`config.mk`:
```
export PLATFORM = sky130hd
export DESIGN_NAME = seq_divider_flat
export DESIGN_NICKNAME = d
export VERILOG_FILES = /design/src/rtl/div_pkg.sv /design/src/rtl/seq_divider_if.sv /design/src/rtl/div_step.sv /design/src/rtl/seq_divider.sv /design/src/flat_wrapper.sv
export SDC_FILE = /design/constraint.sdc
export NUM_CORES = 1
export LEC_CHECK = 0
export ABC_AREA = 1
export CAP_MARGIN = 25
export CORE_AREA = 3 3 169 89
export CTS_BUF_LIST = sky130_fd_sc_hd__clkbuf_4 sky130_fd_sc_hd__clkbuf_8
export CTS_CLUSTER_SIZE = 25
export DETAILED_ROUTE_END_ITERATION = 7
export DIE_AREA = 0 0 172 92
export PLACE_DENSITY = 0.94
export SLEW_MARGIN = 15
export SYNTH_ARGS = -nofsm -noshare
export SYNTH_HDL_FRONTEND = slang
export SYNTH_SLANG_ARGS = --single-unit
```
`constraint.sdc`:
```
create_clock -name Clock -period 2.38 [get_ports Clock]
set_input_delay 0.238 -clock Clock [delete_from_list [all_inputs] [get_ports Clock]]
set_output_delay 0.238 -clock Clock [all_outputs]
set_load 0.005 [all_outputs]
```
`src/rtl/div_pkg.sv`:
```
// div_pkg: shared control encodings and sizing helpers for the iterative arithmetic units.
package div_pkg;
    localparam int STATE_W = 2;
    typedef enum logic [STATE_W-1:0] {
        IDLE = 2'd0,
        CALC = 2'd1,
        DONE = 2'd2
    } state_t;
    function automatic int clog2(input int n);
        int r;
        r = 0;
        while ((1 << r) < n) r++;
        return r;
    endfunction
endpackage

```
`src/rtl/seq_divider_if.sv`:
```
// seq_divider_if: operand/result handshake between a requester and the divider.
interface seq_divider_if #(parameter int W = 32);
    logic         valid_data;
    logic [W-1:0] dividend;
    logic [W-1:0] divisor;
    logic         ack;
    logic         busy;
    logic         done;
    logic [W-1:0] quotient;
    logic [W-1:0] remainder;
    logic         div_by_zero;
    modport master (
        output valid_data, dividend, divisor, ack,
        input  busy, done, quotient, remainder, div_by_zero
    );
    modport slave (
        input  valid_data, dividend, divisor, ack,
        output busy, done, quotient, remainder, div_by_zero
    );
endinterface

```
`src/rtl/div_step.sv`:
```
// div_step: one restoring-division iteration, shifting in the next dividend bit.
module div_step #(parameter int W = 32) (
    input  logic [W-1:0] rem,
    input  logic         q_msb,
    input  logic [W-1:0] divisor,
    output logic [W-1:0] rem_next,
    output logic         q_bit
);
    logic [W:0] t;
    // The trial value needs W+1 bits; the restored remainder always fits back into W.
    assign t        = {rem, q_msb};
    assign q_bit    = t >= {1'b0, divisor};
    assign rem_next = q_bit ? W'(t - {1'b0, divisor}) : t[W-1:0];
endmodule

```
`src/rtl/seq_divider.sv`:
```
// seq_divider: unsigned restoring divider producing one quotient bit per clock.
module seq_divider
    import div_pkg::*;
#(
    parameter int W = 32
) (
    input logic         Clock,
    input logic         Reset,
    seq_divider_if.slave bus
);
    localparam int CW = clog2(W);
    state_t        state, state_n;
    logic [W-1:0]  q, rem, dvs, rem_next;
    logic [CW-1:0] count;
    logic          dbz, q_bit;

    div_step #(.W(W)) u_step (
        .rem     (rem),
        .q_msb   (q[W-1]),
        .divisor (dvs),
        .rem_next(rem_next),
        .q_bit   (q_bit)
    );

    always_ff @(posedge Clock) begin
        if (Reset) state <= IDLE;
        else state <= state_n;
    end

    always_comb begin
        state_n = state;
        state_n = state == IDLE ? (bus.valid_data ? (bus.divisor == '0 ? DONE : CALC) : IDLE)
                : state == CALC ? (count == CW'(W - 1) ? DONE : CALC)
                : state == DONE ? (bus.ack ? IDLE : DONE)
                : IDLE;
    end

    // The quotient register doubles as the dividend shift register during CALC.
    always_ff @(posedge Clock) begin
        if (Reset) begin
            q     <= '0;
            rem   <= '0;
            dvs   <= '0;
            count <= '0;
            dbz   <= 1'b0;
        end else if (state == IDLE && bus.valid_data) begin
            if (bus.divisor == '0) begin
                q   <= '1;
                rem <= bus.dividend;
                dbz <= 1'b1;
            end else begin
                q     <= bus.dividend;
                rem   <= '0;
                dvs   <= bus.divisor;
                count <= '0;
            end
        end else if (state == CALC) begin
            q     <= {q[W-2:0], q_bit};
            rem   <= rem_next;
            count <= count + 1'b1;
        end else if (state == DONE && bus.ack) begin
            dbz <= 1'b0;
        end
    end

    assign bus.busy        = state != IDLE;
    assign bus.done        = state == DONE;
    assign bus.quotient    = q;
    assign bus.remainder   = rem;
    assign bus.div_by_zero = dbz;
endmodule

```
`src/flat_wrapper.sv`:
```
// flat-port wrapper written by rule: the top's interface ports become plain ports
module seq_divider_flat import div_pkg::*;
#(
    parameter int W = 32
)
  (Clock, Reset, bus_valid_data, bus_dividend, bus_divisor, bus_ack, bus_busy, bus_done, bus_quotient, bus_remainder, bus_div_by_zero);
  seq_divider_if #(.W(W)) bus_i ();
  input logic Clock;
  input logic Reset;
  input wire logic [$bits(bus_i.valid_data)-1:0] bus_valid_data;
  input wire logic [$bits(bus_i.dividend)-1:0] bus_dividend;
  input wire logic [$bits(bus_i.divisor)-1:0] bus_divisor;
  input wire logic [$bits(bus_i.ack)-1:0] bus_ack;
  output wire logic [$bits(bus_i.busy)-1:0] bus_busy;
  output wire logic [$bits(bus_i.done)-1:0] bus_done;
  output wire logic [$bits(bus_i.quotient)-1:0] bus_quotient;
  output wire logic [$bits(bus_i.remainder)-1:0] bus_remainder;
  output wire logic [$bits(bus_i.div_by_zero)-1:0] bus_div_by_zero;
  assign bus_i.valid_data = bus_valid_data;
  assign bus_i.dividend = bus_dividend;
  assign bus_i.divisor = bus_divisor;
  assign bus_i.ack = bus_ack;
  assign bus_busy = bus_i.busy;
  assign bus_done = bus_i.done;
  assign bus_quotient = bus_i.quotient;
  assign bus_remainder = bus_i.remainder;
  assign bus_div_by_zero = bus_i.div_by_zero;
  seq_divider #(.W(W)) u_core (.Clock(Clock), .Reset(Reset), .bus(bus_i));
endmodule
```
# After elaboration in Yosys (flattened, before gate mapping)
# Index checks and enable logic that the tools add are counted.
[totals]
reg_bits = 104
out_inout_bits = 67
word_cells = 47
input_bits = 68
[classes]
magnitude_cmp = 1
addsub = 2
n_reduce_logical = 10
n_eq_ne = 6
n_mux = 21
bitwise_logic = 1
[op_table]
columns = ["cell", "n"]
rows = [
  ["2-to-1 mux 32 bit", 7],
  ["greater-or-equal comparator 33 x 32 -> 1 bit", 1],
  ["zero test 32 bit", 1],
  ["subtractor 32 bit", 1],
  ["2-to-1 mux 5 bit", 3],
  ["2-to-1 mux 2 bit", 7],
  ["nonzero test 2 bit", 3],
  ["adder 5 x 1 -> 5 bit, second input constant", 1],
  ["== test 5 bit, second input constant", 1],
  ["2-to-1 mux 1 bit", 4],
  ["inequality test 2 bit, second input constant", 2],
  ["AND reduction 2 bit", 2],
  ["AND reduction 3 bit", 1],
  ["== test 2 x 1 -> 1 bit, second input constant", 1],
  ["== test 2 bit, second input constant", 1],
  ["logical AND 1 bit", 2],
  ["zero test 2 bit", 1],
  ["inequality test 2 x 1 -> 1 bit, second input constant", 1],
  ["NOT 1 bit", 1],
]

# Depth between registers and ports, before layout
[depth]
ltp_word = 5
mapped_depth = 18
depth_no_buf = 18

# Cells and area by module
# A second synthesis with hierarchy kept.
[hier_totals]
cells_unflattened = 1302
hier_area_um2 = 7866.3
[modules_own_cells]
columns = ["mod", "cells_per_inst", "area_each_um2", "n_inst"]
rows = [
  ["seq_divider", 655, 4705.8, 1],
  ["div_step", 647, 3160.5, 1],
]

# Worst setup path after synthesis
# Ideal clock, no wire load.
[synth_timing]
path_kind = "register -> register"
startpoint = "register u_core.q[31] (netlist: u_core.bus.quotient[31])"
endpoint = "register u_core.rem[30] (netlist: u_core.bus.remainder[30])"
path_buffers = 0
t_arrival_ns = 1.893
slack_ns = 0.369
synth_period_minus_slack_ns = 2.011
path_stages_with_launch = 19
setup_ns = 0.117
path_cell_list = "dfxtp_1 -> inv_1 -> ha_1 -> inv_1 -> fa_1 -> nand3_1 -> nand3_1 -> nand2_1 -> nand2_1 -> nand2_1 -> nand2_1 -> nand2_1 -> nand2_1 -> nand2_1 -> nand2_1 -> nor2_1 -> nor2_1 -> nor2_1 -> nor2_1"
[synth_via]
elab_chain_len = 4
[synth_rtl]
columns = ["item", "line", "rtl"]
rows = [
  ["start: declaration", "seq_divider.sv:13", "logic [W-1:0] q, rem, dvs, rem_next;"],
  ["start signal: assignment", "seq_divider.sv:52", "q <= bus.dividend;"],
  ["start signal: assignment", "seq_divider.sv:58", "q <= {q[W-2:0], q_bit};"],
  ["subtractor 32 bit or greater-or-equal comparator 33 x 32 -> 1 bit (tied branches)", "div_step.sv:13, div_step.sv:12", ""],
  ["2-to-1 mux 32 bit *", "div_step.sv:13", "assign rem_next = q_bit ? W'(t - {1'b0, divisor}) : t[W-1:0];"],
  ["2-to-1 mux 32 bit *", "seq_divider.sv:57", "end else if (state == CALC) begin"],
  ["2-to-1 mux 32 bit *", "seq_divider.sv:46", "end else if (state == IDLE && bus.valid_data) begin"],
  ["end signal: assignment", "seq_divider.sv:49", "rem <= bus.dividend;"],
  ["end signal: assignment", "seq_divider.sv:59", "rem <= rem_next;"],
  ["end: declaration", "seq_divider.sv:13", ""],
]
# Every way passes the cells marked *; elsewhere a longest branch is shown, timed or not. The select of a mux whose other input is x is not followed.
# A chain may end at the register's enable or synchronous reset.

# Worst setup path after layout
[layout_timing]
startpoint = "register u_core.dvs[6]"
endpoint = "register u_core.rem[27] (netlist: u_core.bus.remainder[27])"
[layout_via]
elab_chain_len = 4
[layout_rtl]
columns = ["item", "line", "rtl"]
rows = [
  ["start: declaration", "seq_divider.sv:13", ""],
  ["start signal: assignment", "seq_divider.sv:54", "dvs <= bus.divisor;"],
  ["subtractor 32 bit or greater-or-equal comparator 33 x 32 -> 1 bit (tied branches)", "div_step.sv:13, div_step.sv:12", ""],
  ["2-to-1 mux 32 bit *", "div_step.sv:13", ""],
  ["2-to-1 mux 32 bit *", "seq_divider.sv:57", ""],
  ["2-to-1 mux 32 bit *", "seq_divider.sv:46", ""],
]
# Marks and branches as above.

==> flow_summary.yaml <==
global_route:
  grt_max_degree: 86
  track_usage_pct: 32.9
  grt-ovfl-total: 0
  grt_pass1_vias: 8125
  grt_pass1_wl_mm: 41.5
  antenna_found_initial: 1
critical_path:
  cp.arrival_ns: 2.69
  rrSetupSlack_ns: 0.02
  startpoint_type: "register"
  ff2ff_path_depth: 14
  rr_startpoint: "u_core.dvs[6]"
  end_kind: "register"
  crit_type: "register to register"
  reg2reg_to: "u_core.bus.remainder[27]"
  required_ns: 2.71
  crit_fanout: 4
clock_network:
  htree_num_levels: 3
  cts_made_buffers: 9
  clock-root-buffer: "clkbuf_8"
  hold_buffers: 0
  clk_pin_slew_worst_paths_ns: 0.13
  clk-insertion-delay-late_ns: 0.40
  cts.sinks: 104
  cts_tree: "yes"
  clockBufferDepth: 2
cells_and_area:
  final_core_util_pct: 73.5
  drive_gt1_share_pct: 11.4
  antennaDiodeCount: 0
  mostFrequentLayoutCells: "307 x nand2_1, 188 x inv_1, 134 x clkdlybuf4s50_1, 122 x nand3_1, 103 x dfxtp_1"
  area_growth_pct: 33.7
  stdcell_count: 1548
  final.fill_count: 1046
  fin_nets: 1470
  final_common_cell: "nand2_1"
timing:
  max_freq_mhz: 424
  skew_ns: 0.0199
  final_max_slew_viol_count: 0
  setup_viol: 0
  max_slew_margin_pct: 53.0
  tns_ns: 0
  fin_crit_ns: 2.36
  worst_pin_slew_ns: 0.698
  final_min_period_over_clock_period_pct: 99.0
  hold-worst-slack_ns: 0.469
  hold_viol: 0
  rsz0062_at_grt: "true"
logic_synthesis:
  synth_cell_types: 38
  netlist_area_sq_um: 7430
  ys_ff_latch: 104
  synth_top_flop_cell: "dfxtp_1"
  synth.avg_cell_area_sq_um: 6.17
  synth_nets: 1307
  synth_cells: 1204
  synthTopCellsByArea: "dfxtp_1 28%, nand2_1 16%, inv_1 9.5%"
  yosys.area.top_type: "dfxtp_1"
  synth_edf_count: 0
  synth_async_sr_flop_share_pct: 0
  synth.yosys.seq_area_share_pct: 28.0
  synth_top_cell_area_share_pct: 28.0
  yosys_warnings: 0
route:
  routed_wl_mm: 27.0
  drc: 0
  detail-route-antenna-nets: 0
  viasPerCell: 5.68
  routedWlPerCell_um: 17.5
  drt_iter0_markers: 1200
  num_vias: 8798
  drt-pass1-iter-count: 6
pwr:
  total_power_uw: 8000
  pwr_density_cell_nw_per_um2: 806
  peakVddDrop_v: 0.000389
  p_leak_uw: 0.00481
die:
  io_pins: 135
  die_w_um: 172
  num_rows: 30
  die_y_um: 92
  coreArea_sq_um: 13500
  dieArea_sq_um: 15800
  initial_core_util_pct: 55.0
job:
  maxCapViolations: 0
place:
  hpwlAfterDp_mm: 20.0
  dp.cells: 1530
  place_congestion: 1.02
  portBuffers: 134
worst_hold_path:
  hp-start: "u_core.dvs[28]"
  min_to: "u_core.dvs[28]"
  hold_path_depth: 2
  hold_class: "register to register"
status:
  status: "finished, final reports clean"
==> cells by family after synthesis <==
| family | synth area share (%) |
|---|---|
| buffers and inverters | 13.5 |
| xor gates and xnor gates | 1.77 |
| DFF | 28.0 |
| adders and majority gates | 5.99 |
| and+or+nand+nor | 33.5 |
| AOI/OAI and AO/OA | 17.3 |
==> cells in the mapped netlist, drive strengths merged (4+ instances only) <==
cell	n
o21ai	73
buf	27
inv	192
o22ai	31
clkbuf	30
xor2	14
o21bai	4
nand3	125
dfxtp	104
o21a	25
nand4	6
nand3b	27
nor3	6
nand2	322
ha	34
nor2	74
a21oi	95
==> power by group <==
part,internal (uW),switching [uW],leakage (uW)
registers,1950,177,0.000861
logic,1980,2750,0.00385
clock network,420,728,0.0000984
==> final cells by class <==
| cell class | count | area (sq um) | area share, % |
|---|---|---|---|
| clock inverters | 6 | 60.1 | 0.605 |
| repair buffers | 209 | 2040 | 20.5 |
| clock buffers | 10 | 131 | 1.32 |
| multi-input cells | 851 | 4680 | 47.1 |
| flip-flops and latches | 104 | 2080 | 21.0 |
| well taps | 176 | 220 | 2.22 |
| inverters | 192 | 722 | 7.27 |
==> repair_timing <==
item                                    CTS  global route
resized for setup                         0            57
endpoints found under the setup margin    0            34
setup buffers                             0             1
endpoints found under the hold margin     0             0
==> critical path, cell delays in order, from the launching register on <==
cell and delay (ns):
dfxtp_1 0.33, inv_1 0.06, ha_1 0.38, nand2_1 0.15, nor2_1 0.16, nand3_1 0.11
nand2_2 0.15, nand2_1 0.07, nand2_1 0.19, nand2_1 0.16, nand3_1 0.10, nand2_1 0.08
nand2_1 0.08, nand3_1 0.10, a21oi_1 0.17
==> how the worst max path moves through the flow <==
stage | from | endpoint | cells past startpoint
6_report | u_core.dvs[6] | u_core.bus.remainder[27] | 14
5_1_grt | u_core.bus.quotient[31] | u_core.bus.remainder[30] | 18
4_1_cts | u_core.bus.quotient[31] | u_core.bus.remainder[30] | 18
3_5_place_dp | bus_divisor[15] | u_core.dvs[29] | 8
3_3_place_gp | bus_divisor[15] | u_core.dvs[20] | 8
2_1_floorplan | u_core.bus.quotient[31] | u_core.bus.remainder[30] | 18
==> flip-flops by register name (all words and copies together) (netlist names) <==
| name | count |
|---|---|
| u_core.bus.quotient | 32 |
| u_core.bus.remainder | 32 |
| u_core.dvs | 32 |
| u_core.count | 5 |
| u_core.state | 2 |
| u_core.bus.div_by_zero | 1 |
==> stage by stage <==
| step | setup slack (ns) | instance area, sq um |
|---|---|---|
| 6_report | 0.0232 | 9930 |
| 5_1_grt | -0.0557 | 9930 |
| 4_1_cts | 0.000489 | 9570 |
| 3_5_place_dp | -0.275 | 9380 |
| 3_3_place_gp | -0.330 | 9380 |
| 2_1_floorplan | 0.369 | 7430 |
==> layer usage <==
layer / share of wire (%) / track usage (%)
met1: 42 / 46.4
met2: 43 / 48.6
met3: 13 / 11.2
met4: 2.0 / 7.04
met5: 0 / 0
(Power assumes the default switching activity.)
==> variant 1, RTL diff (config.mk and constraints unchanged) <==
Make the reset (`Reset`) asynchronous in 2 clocked blocks.
--- a/src/rtl/seq_divider.sv
+++ b/src/rtl/seq_divider.sv
@@ -22,7 +22,7 @@
         .q_bit   (q_bit)
     );
 
-    always_ff @(posedge Clock) begin
+    always_ff @(posedge Clock or posedge Reset) begin
         if (Reset) state <= IDLE;
         else state <= state_n;
     end
@@ -36,7 +36,7 @@
     end
 
     // The quotient register doubles as the dividend shift register during CALC.
-    always_ff @(posedge Clock) begin
+    always_ff @(posedge Clock or posedge Reset) begin
         if (Reset) begin
             q     <= '0;
             rem   <= '0;
Check against the original RTL: differs if Reset is asserted again (counterexample within 4 cycles, from zero or initial values and one cycle with Reset high); with Reset held inactive, the same outputs for 4 cycles.
==> variant 1 against the original RTL <==
- the run now ends with setup timing left
- sequential share of layout area is 3.8 points higher
- final cell count increased by 1.9%
- setup slack lost 45 ps
- routed wire length rose by 6.6%
- synthesized area is 4.8% higher
- sequential cell count unchanged
- design area grew 5.7%
- critical path type is now input pin to flip-flop
Power is left out: the tool's default activity adds up to more than one toggle a clock period on the data nets, which glitch-free logic cannot reach.
==> variant 1: results <==
[outcome]
status = finished with violations
violations = setup timing

[worst_setup_path]
cp_top_family = simple AND/OR/NAND/NOR gates
critPathMaxStageDelay_ps = 420
worstPathArrival_ps = 2740
crit_slowest_cell = nand4_1
cp_max_fo = 33

[global_routing]
grt_pass1_vias = 8188
use_met1_pct = 50.9
grt_use_total_pct = 34.9
grt_max_degree = 62
grtUsageMet2_pct = 51.2
grt_pass1_wl_mm = 43.2
globalRouteMet3Util_pct = 10.7
antenna_found_initial = 0

[timing]
setup_viol = 2
tightest_slew_ps = 544
fin_skew_ps = 12.5
postLayoutSetupSlackWorst_ps = -21.8
setup_tns_ps = -37.9

[clocking]
ctsHtreeMaxLevel = 3
clock_tree.root_cell = clkbuf_8
clk_latency_ps = 400
clkTransAtPathRegs_ps = 130
numCtsBuffers = 9
clk_path_buf_depth = 2

[yosys]
async_reset_ff_share_pct = 100
synth_nets = 1316
ys.warnings.count = 0
ys_top_cells_by_count = nand2_1, inv_1, dfrtp_1
yosys-top-cells-area = dfrtp_1, nand2_1, inv_1
ys_seq_area_share_pct = 33.4
synth.distinct_cells = 34

[routing]
via_count = 8826
drt-pass1-iter-count = 6
drtIter0Drc = 1073
routed_wl_mm = 28.8

[final_layout]
fillers = 973
final_layout_size_suffix_gt1_share_pct = 13.9
nNetsFinal = 1499

[place]
place_ws_ps = -134
port-buffer-count = 134
place_congestion = 1.01
dp_hpwl_mm = 21.0

[min_path]
hold_class = input pin to async pin
[variant 1: metal layers]
metal  vias up  routed length [um]
met5         -                   0
met4         0                 745
met3        98                3650
met2       549               11800
met1      4053               12600
li1       4126                   -
[variant 1: final cells by class]
type	instances	area, um^2	area share, %
clock inverters	7	97.6	0.929
well taps	176	220	2.10
repair buffers	213	2080	19.8
flip-flops and latches	104	2600	24.8
inverters	241	908	8.65
clock buffers	9	124	1.18
multi-input cells	827	4470	42.5
diodes	1	2.50	0.0238
[variant 1: repair_timing]
item	CTS	global route
hold buffers	0	0
gates resized for setup	0	53
setup buffers	0	7
setup endpoints to repair	0	32
[variant 1: logic make-up after synthesis]
kind of cell / Yosys count / synth area share [%]
and+or+nand+nor: 647 / 35.6
adders and majority gates: 35 / 5.72
DFF: 104 / 33.4
buffers and inverters: 282 / 14.0
AOI/OAI and AO/OA: 125 / 8.98
xor gates and xnor gates: 20 / 2.25
[variant 1: worst paths after layout]
path                                 start  cells after the start                       end  slack [ps]
min in group Clock         bus_divisor[22]                      3            u_core.dvs[22]         420
max reg2reg                  u_core.dvs[3]                     18   u_core.bus.remainder[1]           0
max in group asynchronous            Reset                      3  u_core.bus.remainder[20]        1520
max                         bus_divisor[4]                     13  u_core.bus.remainder[14]         -20
min reg2reg                 u_core.dvs[16]                      2            u_core.dvs[16]         500
min                                  Reset                      2    u_core.bus.quotient[5]         230
[variant 1: through the flow]
step	std cells	cell area (um^2)	utilization, %	hold slack (ps)
2_1_floorplan	1213	7790	-	359
3_3_place_gp	1552	9790	72.5	469
3_5_place_dp	1552	9790	72.5	481
4_1_cts	1568	10000	74.1	246
5_1_grt	1577	10500	77.7	275
6_report	1578	10500	77.7	231
[variant 1: worst register-to-register path: cells and delay by family (launching register included)]
kind | cells | cell delay [ps]
compound gates | 1 | 80
fa+ha+maj | 1 | 240
simple gates | 11 | 1020
buf+inv | 5 | 560
flops | 1 | 400
==> variant 2, RTL diff (same flow settings) <==
Without the edit above. Re-encode `state_t` (3 states) as one-hot, 3 bits wide.
--- a/src/rtl/div_pkg.sv
+++ b/src/rtl/div_pkg.sv
@@ -1,10 +1,10 @@
 // div_pkg: shared control encodings and sizing helpers for the iterative arithmetic units.
 package div_pkg;
     localparam int STATE_W = 2;
-    typedef enum logic [STATE_W-1:0] {
-        IDLE = 2'd0,
-        CALC = 2'd1,
-        DONE = 2'd2
+    typedef enum logic [2:0] {
+        IDLE = 3'b001,
+        CALC = 3'b010,
+        DONE = 3'b100
     } state_t;
     function automatic int clog2(input int n);
         int r;
Formal check against the unedited RTL: no difference found for any inputs over 4 cycles, from zero or initial values and one cycle with Reset high; so few cycles prove little.
==> variant 2 against the original RTL <==
- synthesized area rose by 3.4%
- design area fell by 3.8%
- highest routed layer unchanged
- global-route usage fell by 0.33 points
- largest cell class unchanged
- sequential cell count rose by 1
- routed wire length fell by 1.3%
- setup slack improved by 70 ps
- clock power fell by 3%
- largest power group unchanged
- total power fell by 10%
==> variant 2: results <==
[yosys]
synth.distinct_cells = 36
ys_seq_area_share_pct = 27.3
ys.warnings.count = 0
yosys-top-cells-area = dfxtp_1, nand2_1, inv_1
synth_compound_area_share_pct = 16.0
synth_nets = 1340
synth_fa_ha_area_share_pct = 5.80
synth_mux_area_share_pct = 0
synth-xor-area-share_pct = 1.82
synth_cells = 1237
ys_top_cells_by_count = nand2_1, inv_1, dfxtp_1
async_reset_ff_share_pct = 0

[min_path]
hold_depth = 2
hold_class = flip-flop to flip-flop

[global_routing]
grt_pass1_wl_mm = 41.1
grt_max_degree = 94
grt_use_total_pct = 32.6
antenna_found_initial = 1
grt_pass1_vias = 7962

[routing]
via_count = 8741
drtIter0Drc = 1096
wl_per_cell_um = 17.4
drt-pass1-iter-count = 6
vias_per_cell = 5.71
ant_nets = 0

[place]
place_area_um2 = 9220
port-buffer-count = 134
dp_hpwl_mm = 20.2
placed_cells = 1515
place_congestion = 1.08

[worst_setup_path]
r2r_cells = 10
cp_max_fo = 5
worstPathArrival_ps = 2620

[final_layout]
final_layout_size_suffix_gt1_share_pct = 8.93
fillers = 1138
nNetsFinal = 1454

[clocking]
numCtsBuffers = 9
clkTransAtPathRegs_ps = 120
ctsHtreeMaxLevel = 3
clk_path_buf_depth = 2
clock_tree.root_cell = clkbuf_8

[timing]
fin_skew_ps = 18.7
tightest_slew_ps = 462

[pwr]
p_leak_nw = 4.61
ir_worst_vdd_uv = 325

[outcome]
status = finished clean
==> variant 2: what timing repair did <==
action                     4_1_cts  5_1_grt
setup endpoints to repair        1       31
resized for setup                2       30
setup buffers                    0        1
pin swaps                        0        1
==> variant 2: kinds of logic after synthesis <==
logic type | after synthesis
fa+ha+maj | 35
flops | 105
simple gates | 580
xor+xnor | 16
buf+inv | 268
compound gates | 233
==> variant 2: final cells by class <==
type / count / area [um^2] / area share (%)
diodes: 1 / 2.50 / 0.0262
multi-input cells: 864 / 4620 / 48.3
clock buffers: 9 / 124 / 1.30
flip-flops and latches: 105 / 2100 / 22.0
well taps: 176 / 220 / 2.30
clock inverters: 6 / 62.6 / 0.654
inverters: 210 / 788 / 8.24
repair buffers: 161 / 1640 / 17.2
==> variant 2: report_power, final <==
part / internal (mW) / switching, mW / leakage, nW
Clock: 0.401 / 0.707 / 0.0945
Combinational: 1.51 / 2.46 / 3.65
Sequential: 1.95 / 0.172 / 0.868
Total: 3.86 / 3.33 / 4.61
==> variant 2: per-layer routing <==
metal / track usage (%) / vias up / wire, um
met5: 0 / - / 0
met1: 46.4 / 4032 / 11700
met2: 46.2 / 479 / 11000
met3: 13.5 / 28 / 3720
met4: 5.78 / 0 / 236
li1: - / 4202 / -
==> variant 2: final timing paths <==
kind | from | to | slack [ps]
max | u_core.bus.remainder[25] | u_core.bus.remainder[27] | 90
min | u_core.dvs[3] | u_core.dvs[3] | 470
max reg2reg | u_core.bus.remainder[25] | u_core.bus.remainder[27] | 90
min reg2reg | u_core.dvs[3] | u_core.dvs[3] | 470
==> variant 2: critical path: stages, from the launching register on <==
cell and delay [ps]:
dfxtp_1 370, ha_1 390, nand2_1 120, inv_1 60, a21oi_1 330, o21ai_0 150, a21oi_1 370, nand3_1 140
nand3_1 120, nand2_1 70, a21oi_1 110
==> variant 2: per-stage QoR <==
step | setup slack [ps] | total power [mW]
floorplan | 383 | 4.63
global placement | -17.7 | 5.76
detailed placement | -21.7 | 5.85
CTS | 14.3 | 6.96
global route | -11.9 | 7.62
finish | 93.5 | 7.20
